[config.mk]
export PLATFORM = sky130hd
export DESIGN_NAME = aes_rotate_word
export DESIGN_NICKNAME = d
export VERILOG_FILES = /design/src/rtl/aes_pkg.sv /design/src/rtl/aes_rot_bytes.sv /design/src/rtl/aes_rotate_word.sv
export SDC_FILE = /design/constraint.sdc
export NUM_CORES = 1
export LEC_CHECK = 0
export ABC_AREA = 1
export BUFFER_PORTS_ARGS = -buffer_cell sky130_fd_sc_hd__buf_4
export CORE_ASPECT_RATIO = 1.5
export CORE_UTILIZATION = 36
export CTS_BUF_LIST = sky130_fd_sc_hd__clkbuf_4
export DETAILED_ROUTE_END_ITERATION = 10
export SYNTH_ARGS = -nofsm -noshare
export SYNTH_HDL_FRONTEND = slang
export SYNTH_HIERARCHICAL = 1
export SYNTH_SLANG_ARGS = --single-unit
[constraint.sdc]
create_clock -name clk -period 1.25 [get_ports clk]
set_input_delay 0.0625 -clock clk [delete_from_list [all_inputs] [get_ports clk]]
set_output_delay 0.0625 -clock clk [all_outputs]
set_load 0.03 [all_outputs]
[src/rtl/aes_pkg.sv]
// Shared AES key-expansion types and constants.
// Every stage of the key-schedule datapath imports this package.
package aes_pkg;

  localparam int AES_WORD_BYTES = 4;
  localparam int AES_BYTE_BITS  = 8;
  localparam int AES_WORD_BITS  = AES_WORD_BYTES * AES_BYTE_BITS;

  typedef logic [AES_BYTE_BITS-1:0] aes_byte_t;
  typedef logic [AES_WORD_BITS-1:0] aes_word_t;

  // Occupancy of a single-entry pipeline register.
  typedef enum logic {
    VALID_EMPTY = 1'b0,
    VALID_FULL  = 1'b1
  } validState_t;

endpackage

[src/rtl/aes_rot_bytes.sv]
// Combinational byte rotator.
// Rotates the word left by ROT_BYTES whole bytes, or passes it through unchanged when en is high.
module aes_rot_bytes
  import aes_pkg::*;
#(
  parameter int WORD_BYTES = AES_WORD_BYTES,
  parameter int ROT_BYTES  = 1
) (
  input  logic [WORD_BYTES*AES_BYTE_BITS-1:0] w,
  input  logic                                en,
  output logic [WORD_BYTES*AES_BYTE_BITS-1:0] r
);

  logic [WORD_BYTES*AES_BYTE_BITS-1:0] rotated;

  // Output byte i is taken from input byte (i - ROT_BYTES) mod WORD_BYTES.
  always_comb begin
    rotated = '0;
    for (int i = 0; i < WORD_BYTES; i++) begin
      rotated[i*AES_BYTE_BITS +: AES_BYTE_BITS] =
        w[((i + WORD_BYTES - ROT_BYTES) % WORD_BYTES)*AES_BYTE_BITS +: AES_BYTE_BITS];
    end
  end

  assign r = en ? w : rotated;

endmodule

[src/rtl/aes_rotate_word.sv]
// Registered AES RotWord stage with a valid/ready handshake on both sides.
// It can accept one word per cycle and adds one cycle of latency.
module aes_rotate_word
  import aes_pkg::*;
#(
  parameter int WORD_BYTES = AES_WORD_BYTES,
  parameter int ROT_BYTES  = 1
) (
  input  logic        clk,
  input  logic        rstN,
  input  logic        inValid,
  output logic        inReady,
  input  logic        disableRotate,
  input  logic [31:0] inWord,
  output logic        outValid,
  input  logic        outReady,
  output logic [31:0] rotWord
);

  generate
    if (ROT_BYTES < 0 || ROT_BYTES >= WORD_BYTES || WORD_BYTES * AES_BYTE_BITS != 32) begin : gBadParams
      $error("aes_rotate_word: unsupported WORD_BYTES/ROT_BYTES combination");
    end
  endgenerate

  validState_t state;
  aes_word_t   nextWord;
  logic        inXfer;
  logic        outXfer;

  aes_rot_bytes #(
    .WORD_BYTES(WORD_BYTES),
    .ROT_BYTES (ROT_BYTES)
  ) uRot (
    .w (inWord),
    .en(disableRotate),
    .r (nextWord)
  );

  assign outValid = (state == VALID_FULL);
  assign inReady  = !outValid || outReady;
  assign inXfer   = inValid && inReady;
  assign outXfer  = outValid && outReady;

  // A new word always wins over a drain, so simultaneous in/out keeps the stage FULL.
  always_ff @(posedge clk or negedge rstN) begin
    if (!rstN) begin
      state   <= VALID_EMPTY;
      rotWord <= '0;
    end else begin
      case (state)
        VALID_EMPTY: begin
          if (inXfer) begin
            rotWord <= nextWord;
            state   <= VALID_FULL;
          end
        end
        VALID_FULL: begin
          if (inXfer) begin
            rotWord <= nextWord;
            state   <= VALID_FULL;
          end else if (outXfer) begin
            state <= VALID_EMPTY;
          end
        end
        default: state <= VALID_EMPTY;
      endcase
    end
  end

endmodule

==> metrics <==
Yosys cell types 14; Worst setup SP type register; Mapped Area 1860 µm²; vias in the first global route 1,581; Mapped Cells 248; first-pass GRT wire length 7.85 mm; maximum fanout along the worst path 11; Final period util 0.947; area growth from synthesis to layout 34.3%; Clock Path Buffers 2; Max Freq 844 MHz; area of the multi-input gates 848 µm²; Max-cap violations 0; hold endpoint rotWord[19]; IO Count 71; critical path data required time 1190 ps; Seq. cell area 826 µm²; Max rail drop VDD 0.770 mV; post-route ant nets 0; CTS tree done; H-tree depth 2; CP endpoint kind output pin; fin nets 353; HP Start inWord[11]; R2R setup slack 150 ps; Avg WL per Cell 12.9 µm; fin. max-slew vios 0; Pwr Density 1350 nW/µm²; via count 1,753; initial antenna violation count 0; clock latency on the worst-skew pair 340 ps; Root Driver clkbuf_4; full die area 5470 µm²; Core Area 4890 µm²; final setup fails 0; DRC marker count from the first detailed-route iteration 74; r2r endpoint rotWord[23]; HPWL Detailed 3.59 mm; Routability Congestion 0.845; Die X 60.7 µm; worst hold margin 60.1 ps; global routing met1 resource utilization 0.250; arrival time at the worst endpoint 1120 ps; Starting Density 0.381; RSZ-0062 raised after global routing false; FILL cells 544; Leakage 1.45 nW; final setup TNS 0 ps; GRT overflow 0; Buffers on Ports 70; CTS clock-pin slew for the worst setup and hold paths 100 ps; fin crit period 1180 ps; busiest grt layer met2; relative slew slack 0.720; layout cell share with drive strength beyond 1 0.347; # rows 31; met3 usage 0.0460; yosys warns 6; pin count of the biggest net entering global routing 34; worst r2r src outValid; Num CTS Buffers 5; hold path depth 5; CTS Sinks 33; status complete, no violations; final-report hold violation count 0; Avg Cell Area, Syn 7.51 µm²; GR Util All Layers 0.193; # DRC 0; Hold Crit Class input port to register; register bit total from synthesis 33; final wirelength 4.96 mm; Via density 4.58; die height 90.1 µm; worst-margin pin slew 419 ps; Post-Synthesis Net Count 285; critical path type register to output pin; Diodes inserted 0; clock skew 12.3 ps; Worst R2R Path Depth 5; First-pass DRT Iterations 4; Seq/Total Area, Yosys 0.444; met2 usage 0.310
-- critical path: stages, from the launching register on --
cell and delay, ps:
dfrtp_1 420, nand2_4 110, buf_12 140, buf_6 130
-- synth_stat cells --
library cell	number	area [µm²]
inv_8	1	11.3
buf_8	1	15.0
nand2_2	21	131
nand2_4	2	22.5
buf_2	3	15.0
nand3_1	32	160
inv_2	1	3.75
dfrtp_1	33	826
clkbuf_8	3	41.3
nand2_1	140	526
inv_1	1	3.75
buf_12	1	20.0
buf_4	4	30.0
buf_6	5	56.3
-- worst max path at each step --
| stage | from | endpoint | slack [ps] |
|---|---|---|---|
| after floorplan | outValid | rotWord[16] | 160 |
| after global routing | outValid | inReady | 20 |
| final | outValid | inReady | 70 |
| after global placement | outValid | rotWord[17] | 100 |
| after detailed placement | outValid | rotWord[21] | 70 |
| after CTS | outValid | inReady | 20 |
-- kinds of logic after synthesis --
kind of cell | after synthesis | share of synthesized area
buffers and inverters | 20 | 0.106
AND/OR/NAND/NOR | 195 | 0.451
flip-flops | 33 | 0.444
-- cell type report --
class                      instances  share of cell area
sequential                        33               0.330
clock inverter                     3              0.0260
inverter                           3             0.00751
multi-input combinational        195               0.339
clock buffer                       5              0.0150
timing repair buffer              78               0.249
tap                               66              0.0330
-- repair_timing --
action                                 4_1_cts  5_1_grt
resized for setup                            0        2
setup buffers                                2        1
hold buffers                                 1        0
endpoints found under the hold margin       33        0
setup endpoints to repair                    1       10
pin swaps                                    1        0
cloned                                       0        1
-- flip-flops by register name (all words and copies together) (netlist names) --
register,flops
outValid,1
rotWord,32
-- layer usage --
layer | wire [µm] | vias up | share of wire
li1 | - | 900 | -
met1 | 2080 | 793 | 0.42
met2 | 2500 | 56 | 0.50
met3 | 313 | 4 | 0.063
met4 | 68 | 0 | 0.014
met5 | 0 | - | 0
-- report_power, final --
group,switching [mW],internal [mW]
sequential,0.0953,1.22
clock,0.374,0.619
combinational,0.664,0.417
total,1.13,2.25
-- cell usage in the layout, fill, tap and decap left out, drive strengths merged --
cell         count
inv              3
bufinv           2
dlygate4sd3      1
buf             76
nand3           32
dfrtp           33
clkbuf           6
clkinv           1
nand2          163
-- metrics by stage --
stage / power (mW) / setup slack, ps / util / cell area, µm² / instances
2_1_floorplan: 1.98 / 156 / - / 1860 / 248
3_3_place_gp: 2.39 / 105 / 0.476 / 2330 / 370
3_5_place_dp: 2.39 / 70.5 / 0.476 / 2330 / 370
4_1_cts: 3.40 / 18.0 / 0.502 / 2450 / 381
5_1_grt: 3.58 / 15.1 / 0.512 / 2500 / 383
6_report: 3.39 / 65.9 / 0.512 / 2500 / 383
Note: power is estimated with default switching activity, not from simulation.
